==> config.mk <==
export PLATFORM = sky130hd
export DESIGN_NAME = fetch_unit_flat
export DESIGN_NICKNAME = d
export VERILOG_FILES = /design/src/rtl/fetch_unit_if.sv /design/src/rtl/fetch_unit.sv /design/src/flat_wrapper.sv
export SDC_FILE = /design/constraint.sdc
export NUM_CORES = 1
export LEC_CHECK = 0
export BUFFER_PORTS_ARGS = -buffer_cell sky130_fd_sc_hd__buf_2
export CAP_MARGIN = 20
export CORE_MARGIN = 1
export CORE_UTILIZATION = 35
export DETAILED_ROUTE_END_ITERATION = 8
export SYNTH_ARGS = -nofsm -noshare
export SYNTH_HDL_FRONTEND = slang
export SYNTH_SLANG_ARGS = --single-unit
==> constraint.sdc <==
create_clock -name clk -period 6.6 [get_ports clk]
set_clock_uncertainty 0.15 [all_clocks]
set_input_delay 0.99 -clock clk [delete_from_list [all_inputs] [get_ports clk]]
set_output_delay 0.99 -clock clk [all_outputs]
set_load 0.02 [all_outputs]
==> src/rtl/fetch_unit_if.sv <==
// rtl/fetch_unit_if.sv - fetch stage bundle: redirect, instruction-memory and decoder handshakes
interface fetch_unit_if #(
  parameter int XLEN = 32
);
  logic            redirect_valid;
  logic [XLEN-1:0] redirect_pc;
  logic            im_req;
  logic [XLEN-1:0] im_addr;
  logic            im_gnt;
  logic            im_rvalid;
  logic [XLEN-1:0] im_rdata;
  logic            inst_valid;
  logic            inst_ready;
  logic [XLEN-1:0] inst;
  logic [XLEN-1:0] inst_pc;
  logic            misalign_fault;

  modport master (
    input  redirect_valid, redirect_pc, im_gnt, im_rvalid, im_rdata, inst_ready,
    output im_req, im_addr, inst_valid, inst, inst_pc, misalign_fault
  );

  modport slave (
    output redirect_valid, redirect_pc, im_gnt, im_rvalid, im_rdata, inst_ready,
    input  im_req, im_addr, inst_valid, inst, inst_pc, misalign_fault
  );
endinterface

==> src/rtl/fetch_unit.sv <==
// rtl/fetch_unit.sv - instruction fetch stage: owns the PC, one outstanding imem request, one-entry inst buffer
// Optional misaligned-redirect halt enabled by defining FETCH_MISALIGN_CHK_EN.
module fetch_unit #(
  parameter int unsigned     XLEN     = 32,
  parameter logic [XLEN-1:0] RESET_PC = '0
) (
  input  logic         clk,
  input  logic         rst_n,
  fetch_unit_if.master fio
);

  localparam logic [2:0] S_IDLE = 3'd0;
  localparam logic [2:0] S_REQ  = 3'd1;
  localparam logic [2:0] S_WAIT = 3'd2;
  localparam logic [2:0] S_FULL = 3'd3;
  localparam logic [2:0] S_HALT = 3'd4;

  localparam logic [XLEN-1:0] NOP = XLEN'(32'h0000_0013);

  logic [2:0]      state_q, state_d;
  logic [XLEN-1:0] pc_q, pc_d;
  logic [XLEN-1:0] pend_pc_q, pend_pc_d;
  logic [XLEN-1:0] inst_q, inst_d;
  logic [XLEN-1:0] inst_pc_q, inst_pc_d;
  logic            stale_q, stale_d;
  logic            pend_valid_q, pend_valid_d;
  logic            inst_valid_q, inst_valid_d;
  logic [XLEN-1:0] redir_tgt;
  logic            redir_bad;
  logic            pend_bad;
  logic            req_active;
  logic            enter_halt;

`ifdef FETCH_MISALIGN_CHK_EN
  logic fault_q, fault_d;

  assign redir_tgt = fio.redirect_pc;
  assign redir_bad = |fio.redirect_pc[1:0];
`else
  assign redir_tgt = {fio.redirect_pc[XLEN-1:2], 2'b00};
  assign redir_bad = 1'b0;
`endif

  assign pend_bad = |pend_pc_q[1:0];

  // stale_q in REQ means an abandoned response is still due; hold off the next request until it drains
  assign req_active = (state_q == S_REQ) && !stale_q;

  always_comb begin
    state_d      = state_q;
    pc_d         = pc_q;
    pend_pc_d    = pend_pc_q;
    pend_valid_d = pend_valid_q;
    stale_d      = stale_q;
    inst_d       = inst_q;
    inst_pc_d    = inst_pc_q;
    inst_valid_d = inst_valid_q;
    enter_halt   = 1'b0;
`ifdef FETCH_MISALIGN_CHK_EN
    fault_d      = fault_q;
`endif
    case (state_q)
      S_IDLE: begin
        state_d = S_REQ;
        if (fio.redirect_valid) begin
          pc_d       = redir_tgt;
          enter_halt = redir_bad;
        end
      end
      S_REQ: begin
        if (stale_q && fio.im_rvalid) begin
          stale_d = 1'b0;
        end
        if (req_active && fio.im_gnt) begin
          state_d      = S_WAIT;
          pend_valid_d = 1'b0;
          if (fio.redirect_valid) begin
            stale_d    = 1'b1;
            pc_d       = redir_tgt;
            enter_halt = redir_bad;
          end else if (pend_valid_q) begin
            stale_d    = 1'b1;
            pc_d       = pend_pc_q;
            enter_halt = pend_bad;
          end
        end else if (fio.redirect_valid) begin
          // address is frozen until the grant; the target waits here
          pend_valid_d = 1'b1;
          pend_pc_d    = redir_tgt;
        end
      end
      S_WAIT: begin
        if (fio.redirect_valid) begin
          pc_d       = redir_tgt;
          enter_halt = redir_bad;
          if (fio.im_rvalid) begin
            stale_d = 1'b0;
            state_d = S_REQ;
          end else begin
            stale_d = 1'b1;
          end
        end else if (fio.im_rvalid) begin
          if (stale_q) begin
            stale_d = 1'b0;
            state_d = S_REQ;
          end else begin
            inst_d       = fio.im_rdata;
            inst_pc_d    = pc_q;
            inst_valid_d = 1'b1;
            state_d      = S_FULL;
          end
        end
      end
      S_FULL: begin
        if (fio.redirect_valid) begin
          inst_valid_d = 1'b0;
          pc_d         = redir_tgt;
          state_d      = S_REQ;
          enter_halt   = redir_bad;
        end else if (fio.inst_ready) begin
          inst_valid_d = 1'b0;
          pc_d         = pc_q + XLEN'(4);
          state_d      = S_REQ;
        end
      end
`ifdef FETCH_MISALIGN_CHK_EN
      S_HALT: begin
        if (fio.im_rvalid) begin
          stale_d = 1'b0;
        end
        if (fio.redirect_valid) begin
          pc_d = redir_tgt;
          if (redir_bad) begin
            enter_halt = 1'b1;
          end else begin
            fault_d = 1'b0;
            state_d = S_REQ;
          end
        end
      end
`endif
      default: state_d = S_IDLE;
    endcase

    if (enter_halt) begin
      state_d      = S_HALT;
      inst_valid_d = 1'b0;
`ifdef FETCH_MISALIGN_CHK_EN
      fault_d      = 1'b1;
`endif
    end
  end

  always_ff @(posedge clk or negedge rst_n) begin
    if (!rst_n) begin
      state_q      <= S_IDLE;
      pc_q         <= RESET_PC;
      pend_pc_q    <= RESET_PC;
      pend_valid_q <= 1'b0;
      stale_q      <= 1'b0;
      inst_q       <= NOP;
      inst_pc_q    <= RESET_PC;
      inst_valid_q <= 1'b0;
    end else begin
      state_q      <= state_d;
      pc_q         <= pc_d;
      pend_pc_q    <= pend_pc_d;
      pend_valid_q <= pend_valid_d;
      stale_q      <= stale_d;
      inst_q       <= inst_d;
      inst_pc_q    <= inst_pc_d;
      inst_valid_q <= inst_valid_d;
    end
  end

`ifdef FETCH_MISALIGN_CHK_EN
  always_ff @(posedge clk or negedge rst_n) begin
    if (!rst_n) begin
      fault_q <= 1'b0;
    end else begin
      fault_q <= fault_d;
    end
  end

  assign fio.misalign_fault = fault_q;
`else
  assign fio.misalign_fault = 1'b0;
`endif

  assign fio.im_req     = req_active;
  assign fio.im_addr    = pc_q;
  assign fio.inst_valid = inst_valid_q;
  assign fio.inst       = inst_q;
  assign fio.inst_pc    = inst_pc_q;

endmodule

==> src/flat_wrapper.sv <==
// flat-port wrapper written by rule: the top's interface ports become plain ports
module fetch_unit_flat 
#(
  parameter int unsigned     XLEN     = 32,
  parameter logic [XLEN-1:0] RESET_PC = '0
)
  (clk, rst_n, fio_redirect_valid, fio_redirect_pc, fio_im_gnt, fio_im_rvalid, fio_im_rdata, fio_inst_ready, fio_im_req, fio_im_addr, fio_inst_valid, fio_inst, fio_inst_pc, fio_misalign_fault);
  fetch_unit_if #(.XLEN(XLEN)) fio_i ();
  input  logic clk;
  input  logic rst_n;
  input wire logic [$bits(fio_i.redirect_valid)-1:0] fio_redirect_valid;
  input wire logic [$bits(fio_i.redirect_pc)-1:0] fio_redirect_pc;
  input wire logic [$bits(fio_i.im_gnt)-1:0] fio_im_gnt;
  input wire logic [$bits(fio_i.im_rvalid)-1:0] fio_im_rvalid;
  input wire logic [$bits(fio_i.im_rdata)-1:0] fio_im_rdata;
  input wire logic [$bits(fio_i.inst_ready)-1:0] fio_inst_ready;
  output wire logic [$bits(fio_i.im_req)-1:0] fio_im_req;
  output wire logic [$bits(fio_i.im_addr)-1:0] fio_im_addr;
  output wire logic [$bits(fio_i.inst_valid)-1:0] fio_inst_valid;
  output wire logic [$bits(fio_i.inst)-1:0] fio_inst;
  output wire logic [$bits(fio_i.inst_pc)-1:0] fio_inst_pc;
  output wire logic [$bits(fio_i.misalign_fault)-1:0] fio_misalign_fault;
  assign fio_i.redirect_valid = fio_redirect_valid;
  assign fio_i.redirect_pc = fio_redirect_pc;
  assign fio_i.im_gnt = fio_im_gnt;
  assign fio_i.im_rvalid = fio_im_rvalid;
  assign fio_i.im_rdata = fio_im_rdata;
  assign fio_i.inst_ready = fio_inst_ready;
  assign fio_im_req = fio_i.im_req;
  assign fio_im_addr = fio_i.im_addr;
  assign fio_inst_valid = fio_i.inst_valid;
  assign fio_inst = fio_i.inst;
  assign fio_inst_pc = fio_i.inst_pc;
  assign fio_misalign_fault = fio_i.misalign_fault;
  fetch_unit #(.XLEN(XLEN), .RESET_PC(RESET_PC)) u_core (.clk(clk), .rst_n(rst_n), .fio(fio_i));
endmodule
# --- After elaboration in Yosys (flattened, before gate mapping) ---
# Index checks and enable logic that the tools add are counted.
word_totals:
  reg_bits: 132
  latchBits: 0
  mem_bits_rw: 0
  romBits: 0
  in_bits: 70
  output_inout_bits: 99
  wordCells: 71
  memories: 0
classes:
  n_addsub: 1
  n_mul: 0
  n_div: 0
  n_lt_le_gt_ge: 0
  eq_ne: 11
  shifts: 0
  n_mux: 31
  bitwise_logic: 3
  reduce_logical: 17
ops:
  columns: ["cell", "count"]
  rows:
  - ["$mux W32", 6]
  - ["$pmux W32 S3", 1]
  - ["$add A32 B3 Y32 const B", 1]
  - ["$mux W3", 6]
  - ["$mux W1", 14]
  - ["$pmux W3 S4", 1]
  - ["$reduce_and A5 Y1", 2]
  - ["$ne A2 B2 Y1 const B", 4]
  - ["$eq A3 B2 Y1 const B", 2]
  - ["$ne A3 B3 Y1 const B", 2]
  - ["$reduce_and A3 Y1", 2]
  - ["$reduce_bool A3 Y1", 2]
  - ["$pmux W1 S2", 2]
  - ["$reduce_and A2 Y1", 2]
  - ["$reduce_and A4 Y1", 1]
  - ["$reduce_bool A2 Y1", 2]
  - ["$eq A3 B1 Y1 const B", 1]
  - ["$logic_and A1 B1 Y1", 3]
  - ["$logic_not A3 Y1", 1]
  - ["$ne A3 B2 Y1 const B", 1]
  - ["$not A1 Y1", 3]
  - ["$mux W2", 1]
  - ["$ne A2 B1 Y1 const B", 1]
  - ["$reduce_or A2 Y1", 1]
  - ["$logic_not A1 Y1", 1]

# --- Depth between registers and ports, before layout ---
# Gate-level depths: netlist of run 1.
logic_depth:
  ltp_word: 6
  ltp_mapped: 8

# --- Worst setup path before layout of run 1 ---
# OpenSTA, ideal clock, no wires.
synth_path:
  path_kind: "input-to-reg"
  start: "input port fio_redirect_valid"
  end: "register u_core.inst_pc_q[23] (netlist: u_core.fio.inst_pc[23])"
  setup_ns: 0.125
  arrival_ns: 2.467
  required_ns: 6.325
  setup_slack_ns: 3.858
  path_stages: 5
  cell_sequence: "clkbuf_1 -> or4b_2 -> buf_2 -> buf_1 -> mux2_2"
synth_between:
  elab_chain_len: 2
synth_lines:
  columns: ["element", "line", "source"]
  rows:
  - ["start, declared", "flat_wrapper.sv:11", "input wire logic [$bits(fio_i.redirect_valid)-1:0] fio_redirect_valid;"]
  - ["$not A1 Y1 (no source line)", null, null]
  - ["$reduce_and A4 Y1 (no source line)", null, null]
  - ["end signal, assigned", "fetch_unit.sv:171", "inst_pc_q <= inst_pc_d;"]
  - ["end, declared", "fetch_unit.sv:24", "logic [XLEN-1:0] inst_pc_q, inst_pc_d;"]
# Every way passes these cells.
# A chain may end at the register's enable or synchronous reset.

# --- Worst setup path after layout of run 1 ---
layout_path:
  start: "register u_core.state_q[0]"
  end: "output port fio_im_req"
layout_between:
  elab_chain_len: 2
layout_lines:
  columns: ["element", "line", "source"]
  rows:
  - ["start, declared", "fetch_unit.sv:20", "logic [2:0] state_q, state_d;"]
  - ["start signal, assigned", "fetch_unit.sv:165", "state_q <= state_d;"]
  - ["$eq A3 B1 Y1", "fetch_unit.sv:47", "assign req_active = (state_q == S_REQ) && !stale_q;"]
  - ["$logic_and A1 B1 Y1", "fetch_unit.sv:47", null]
  - ["end, declared", "flat_wrapper.sv:17", "output wire logic [$bits(fio_i.im_req)-1:0] fio_im_req;"]
# Every way passes these cells.

==> results of run 1 <==
==> cell usage after synthesis (all sizes together), types with 4 or more instances <==
cell type / n / area, sq um
a31oi: 5 / 31.3
mux2: 85 / 957
nor2b: 4 / 25.0
or4: 4 / 33.8
buf: 18 / 104
nand2b: 4 / 25.0
inv: 13 / 48.8
nor2: 32 / 120
nor3: 8 / 40.0
a21oi: 28 / 140
xor2: 5 / 43.8
a32oi: 6 / 52.6
mux2i: 9 / 90.1
and3: 8 / 50.1
o211ai: 14 / 105
a211oi: 4 / 30.0
nand2: 44 / 165
xnor2: 12 / 105
dfrtp: 124 / 3100
nand4: 6 / 52.6
a211o: 5 / 43.8
nand3: 16 / 80.1
o21ai: 47 / 235
nor4: 7 / 65.1
clkbuf: 25 / 93.8
==> stage by stage <==
stage / hold WS [ps] / cell area (sq um) / utilization [%]
2_1_floorplan: 300 / 6170 / -
3_3_place_gp: 315 / 7110 / 41.3
3_5_place_dp: 334 / 7110 / 41.3
4_1_cts: 346 / 7730 / 44.8
5_1_grt: 358 / 7740 / 44.9
6_report: 340 / 7740 / 44.9
==> final timing paths <==
path | depth (start not counted) | slack (ps) | from | endpoint
max in group asynchronous | 2 | 4590 | rst_n | u_core.state_q[0]
min in group asynchronous | 1 | 380 | rst_n | u_core.fio.inst_pc[13]
worst min register to register | 2 | 340 | u_core.pend_pc_q[24] | u_core.pend_pc_q[24]
worst max-delay path | 3 | 3900 | u_core.state_q[0] | fio_im_req
worst max register to register | 6 | 3950 | u_core.fio.im_addr[2] | u_core.fio.im_addr[28]
worst min-delay path | 2 | 340 | u_core.pend_pc_q[24] | u_core.pend_pc_q[24]
==> critical path, delay by kind of cell (launching register included) <==
kind / cells / cell delay [ps]
flip-flops: 1 / 710
buffers and inverters: 1 / 170
AND/OR/NAND/NOR: 2 / 280
==> area by class of cell <==
| cell class | instances | area (sq um) | share of cell area, % |
|---|---|---|---|
| clock inverters | 5 | 100 | 1.29 |
| flip-flops and latches | 127 | 3180 | 41.1 |
| inverters | 14 | 52.6 | 0.679 |
| multi-input cells | 384 | 2750 | 35.5 |
| clock buffers | 26 | 519 | 6.71 |
| repair buffers | 167 | 861 | 11.1 |
| well taps | 225 | 282 | 3.64 |
==> metal layers <==
metal / share of wire, % / vias up
met2: 48 / 182
met3: 6.9 / 28
met4: 1.4 / 6
li1: - / 2330
met5: 0.22 / -
met1: 43 / 2434
==> state kept, by name, indices dropped and copies added, names as in the netlist <==
| name | flops |
|---|---|
| u_core.fio.inst_pc | 30 |
| u_core.fio.inst | 32 |
| u_core.stale_q | 1 |
| u_core.fio.inst_valid | 1 |
| u_core.state_q | 2 |
| u_core.fio.im_addr | 30 |
| u_core.pend_pc_q | 30 |
| u_core.pend_valid_q | 1 |
==> logic make-up (layout without fill, tap and decap cells) <==
family          Yosys count  in the layout
xor+xnor                 17             17
buf+inv                  57            212
mux                      94             94
fa+ha+maj                 1              1
other cells               1              5
flops                   127            127
compound gates          127            127
simple gates            140            140
==> power by group through the flow <==
| stage | clock network (W) | registers, W | logic, W |
|---|---|---|---|
| 2_1_floorplan | 0 | 0.00164 | 0.000838 |
| 3_3_place_gp | 0 | 0.00143 | 0.00151 |
| 3_5_place_dp | 0 | 0.00146 | 0.00156 |
| 4_1_cts | 0.00100 | 0.00145 | 0.00157 |
| 5_1_grt | 0.00104 | 0.00150 | 0.00170 |
| 6_report | 0.000974 | 0.00146 | 0.00156 |
==> reports/qor.yml, run 1 <==
setup_path:
  crit_type: "flip-flop to output port"
  arrival_ps: 1560
  critical_path.slowest_cell: "dfrtp_1"
  crit_chain: "nand2b_1 > nor2_1 > buf_2"
  cp-end-kind: "output port"
  critical_path_peak_fanout: 18
  start_kind: "flip-flop"
  critical_path.max_stage_delay_ps: 710
  crit_required_ps: 5460
finish:
  n_antenna_cell: 0
  area_growth_pct: 25.8
  fin_nets: 782
  nFillCells: 1643
  finalNonFillerCells: 948
  layout_commonest_cell: "buf_2"
  drive_gt1_share_pct: 40.2
  layout_common_cells: "buf_2, dfrtp_1, mux2_2"
yosys:
  syn_inst: 564
  syn_avg_cell_area_sq_um: 10.9
  ys.flop_type: "dfrtp_1"
  synth_seq_cells: 127
  syn_area_sq_um: 6160
  synth_compound_area_share_pct: 12.9
  synth_top_family_by_area: "multiplexers"
  synth_edf_count: 0
  async_flop_share_pct: 100
  synth_fa_ha_area_share_pct: 0.203
  synth-simple-area-share_pct: 11.7
  synth_xor_xnor_area_share_pct: 2.42
  muxShareOfSynthArea_pct: 17.0
  ys_seq_area_share_pct: 51.7
  ys_warn_count: 0
  synth.distinct_cells: 55
placement:
  gp_congestion: 0.794
  io_buffers: 161
  hpwl_mm: 11.1
  dp_slack_ps: 3410
  dp_cells: 916
power:
  ir_drop_mv: 0.225
  p_total_w: 0.00399
  switching_power_w: 0.00157
  p_seq_share_pct: 36.5
  internal_power_w: 0.00242
  p_sw_share_pct: 39.4
  combPwrFrac_pct: 39.0
  p_leak_nw: 3.70
  powerDensity_nw_per_um2: 515
  power.share.clock_pct: 24.5
drt:
  num_vias: 4980
  drt_iter0_markers: 218
  drt-pass1-iter-count: 4
  ant_nets: 0
  routed_wirelength_mm: 16.2
  wl_per_cell_um: 17.1
  viasPerCell: 5.25
  drc: 0
timing:
  period_needed_ps: 2700
  finalHoldViolations: 0
  setup_ws_ps: 3900
  final.period_utilization_pct: 40.9
  maxSlewHeadroom_pct: 39.4
  final.setup.tns_ps: 0
  tightest_slew_ps: 901
  rsz0062_at_grt: "no"
  drv_slew: 0
  final-setup-viol-count: 0
  fmax_mhz: 370
cts:
  clock-root-buffer: "clkbuf_16"
  clockBufferDepth: 2
  cts_max_level: 4
  ctsResizeCount: 0
  cts_hold_buf: 0
  cts.clk_slew.worst_paths_ps: 50
  clock-sinks: 127
  cts_buffers: 17
  cts_tree: "done"
  cts_post_setup_buffers_inserted: 0
  clk_latency_ps: 420
global_route:
  grt_pass1_wl_mm: 25.8
  grt_use_met2_pct: 30.2
  grt-ovfl-total: 0
  use_met3_pct: 5.74
  use_met1_pct: 23.4
  grt_pass1_vias: 4983
  antenna_found_initial: 3
  top_usage_layer: "met2"
  grt_start_max_net_pins: 71
  grtUsageTotal_pct: 18.6
run_status:
  outcome: "finished clean"
job:
  cap_violations: 0
floorplanning:
  io_pins: 169
  rows: 48
  coreArea_sq_um: 17200
  die_h_um: 135
  initial_utilization_pct: 35.7
  die_x_um: 135
  dieArea_sq_um: 18100
worst_hold_path:
  min_path_type: "flip-flop to flip-flop"
(Power assumes the default switching activity.)
==> run 2: changes to the inputs <==
==> constraint.sdc (replaced) <==
create_clock -name clk -period 2.66 [get_ports clk]
set_clock_uncertainty 0.15 [all_clocks]
set_input_delay 0.399 -clock clk [delete_from_list [all_inputs] [get_ports clk]]
set_output_delay 0.399 -clock clk [all_outputs]
set_load 0.02 [all_outputs]
==> run 2 against run 1 <==
Via count rose by 1.7%. Sequential power rose by 140%. Combinational power rose to 2.6 times the previous value. Critical endpoint is now u_core.fio.im_addr[28]. Largest cell class unchanged.
==> reports/qor.yml, run 2 (synthesis gave the netlist of run 1 again) <==
global_route:
  grtUsageTotal_pct: 18.8  # was 18.6%
  grt_start_max_net_pins: 64  # was 71
  antenna_found_initial: 2  # was 3
  grt_pass1_wl_mm: 26.1  # was 25.8 mm
  grt-ovfl-total: 0  # unchanged
  grt_pass1_vias: 5017  # was 4983
floorplanning:
  initial_utilization_pct: 35.7  # unchanged
  die_h_um: 135  # unchanged
  die_x_um: 135  # unchanged
  io_pins: 169  # unchanged
  rows: 48  # unchanged
  dieArea_sq_um: 18100  # unchanged
  coreArea_sq_um: 17200  # unchanged
setup_path:
  critical_path.max_stage_delay_ps: 660  # was 710 ps
  critical_path.slowest_cell: "or4_4"  # was dfrtp_1
  crit_type: "flip-flop to flip-flop"  # was flip-flop to output port
  arrival_ps: 2590  # was 1560 ps
  crit_required_ps: 2800  # was 5460 ps
  cp-end-kind: "flip-flop"  # was output port
  crit_chain: "nand4_4 > or4_4 > or4_1 > a21oi_1 > o211ai_1"  # was nand2b_1 > nor2_1 > buf_2
  crit_buf_inv: 0  # was 1
  critical_path_peak_fanout: 12  # was 18
  reg2reg_slack_ps: 210  # was 3950 ps
  start_kind: "flip-flop"  # unchanged
  crit_family: "simple AND/OR/NAND/NOR gates"  # was flip-flops
finish:
  layout_common_cells: "buf_2, dfrtp_1, mux2_2"  # unchanged
  finalInstanceArea_sq_um: 7920  # was 7740 sq um
  drive_gt1_share_pct: 41.9  # was 40.2%
  largest_register_ffs: 32  # unchanged
  fin_nets: 806  # was 782
  finalNonFillerCells: 974  # was 948
  layout_commonest_cell: "buf_2"  # unchanged
  area_growth_pct: 28.6  # was 25.8%
  nFillCells: 1638  # was 1643
timing:
  rsz0062_at_grt: "no"  # unchanged
  tightest_slew_ps: 623  # was 901 ps
  drv_slew: 0  # unchanged
  setup_ws_ps: 214  # was 3900 ps
  fmax_mhz: 409
  period_needed_ps: 2450
  final-setup-viol-count: 0  # unchanged
  final.setup.tns_ps: 0  # unchanged
  finalHoldViolations: 0  # unchanged
  maxSlewHeadroom_pct: 58.1  # was 39.4%
  final.period_utilization_pct: 91.9
cts:
  clockBufferDepth: 2  # unchanged
  cts_tree: "done"  # unchanged
  clk_latency_ps: 420  # about the same
  clock-sinks: 127  # unchanged
  cts_buffers: 17  # unchanged
  clock-root-buffer: "clkbuf_16"  # unchanged
  ctsResizeCount: 0  # unchanged
  cts.clk_slew.worst_paths_ps: 60  # was 50 ps
  cts_post_setup_buffers_inserted: 0  # unchanged
  cts_hold_buf: 1  # was 0
  cts_max_level: 4  # unchanged
drt:
  drt_iter0_markers: 265  # was 218
  routed_wirelength_mm: 16.4  # was 16.2 mm
  num_vias: 5067  # was 4980
  wl_per_cell_um: 16.9  # was 17.1 um
  viasPerCell: 5.20  # was 5.25
  ant_nets: 0  # unchanged
  drc: 0  # unchanged
  drt-pass1-iter-count: 4  # unchanged
placement:
  dp_cells: 940  # was 916
  hpwl_mm: 11.8  # was 11.1 mm
  dp_slack_ps: 248  # was 3410 ps
  io_buffers: 161  # unchanged
  gp_congestion: 0.858  # was 0.794
  placed_cell_area_sq_um: 7300  # was 7110 sq um
power:
  powerDensity_nw_per_um2: 1270  # was 515 nW/um^2
  p_leak_nw: 3.81  # was 3.70 nW
  ir_drop_mv: 0.549  # was 0.225 mV
  p_total_w: 0.0100  # was 0.00399 W
job:
  cap_violations: 0  # unchanged
worst_hold_path:
  min_path_type: "primary input to flip-flop"  # was flip-flop to flip-flop
run_status:
  outcome: "finished clean"  # unchanged
-- run 2: cell types whose count changed in the layout (fill, tap and decap cells not counted), sizes merged --
cell and change:
buf +23, clkbuf -1, diode +2, clkinv +1, dlygate4sd3 +1
-- run 2: cell type report --
cell class	instances	area, sq um	area share, %
diodes	2	5.00	0.0632
clock buffers	25	495	6.26
clock inverters	6	105	1.33
inverters	14	52.6	0.664
multi-input cells	384	2750	34.7
flip-flops and latches	127	3180	40.2
well taps	225	282	3.56
repair buffers	191	1050	13.3
-- run 2: worst paths after layout --
| kind | from | endpoint | cells past startpoint |
|---|---|---|---|
| worst min register to register | u_core.pend_pc_q[23] | u_core.pend_pc_q[23] | 2 |
| max in group asynchronous | rst_n | u_core.fio.im_addr[10] | 3 |
| worst max register to register | u_core.fio.im_addr[5] | u_core.fio.im_addr[28] | 5 |
| worst min-delay path | fio_im_rvalid | u_core.stale_q | 2 |
| min in group asynchronous | rst_n | u_core.fio.inst[2] | 2 |
| worst max-delay path | u_core.fio.im_addr[5] | u_core.fio.im_addr[28] | 5 |
-- run 2: report_power, final --
| group | total [W] | internal (W) | switching, W |
|---|---|---|---|
| Sequential | 0.00352 | 0.00279 | 0.000723 |
| Clock | 0.00238 | 0.00156 | 0.000815 |
| Combinational | 0.00413 | 0.00173 | 0.00240 |
-- run 2: layer usage --
layer | track usage [%] | up-vias | part of all wire (%)
met5 | 0 | - | 0.079
met2 | 29.7 | 177 | 47
li1 | - | 2385 | -
met4 | 8.49 | 2 | 2.5
met1 | 24.1 | 2474 | 44
met3 | 4.92 | 29 | 6.4
-- run 2: metrics by stage --
stage | util, % | hold slack, ps
global route | 45.9 | 56.5
floorplan | - | -46.6
CTS | 45.9 | 42.4
detailed placement | 42.4 | 273
finish | 45.9 | 51.2
global placement | 42.4 | 266
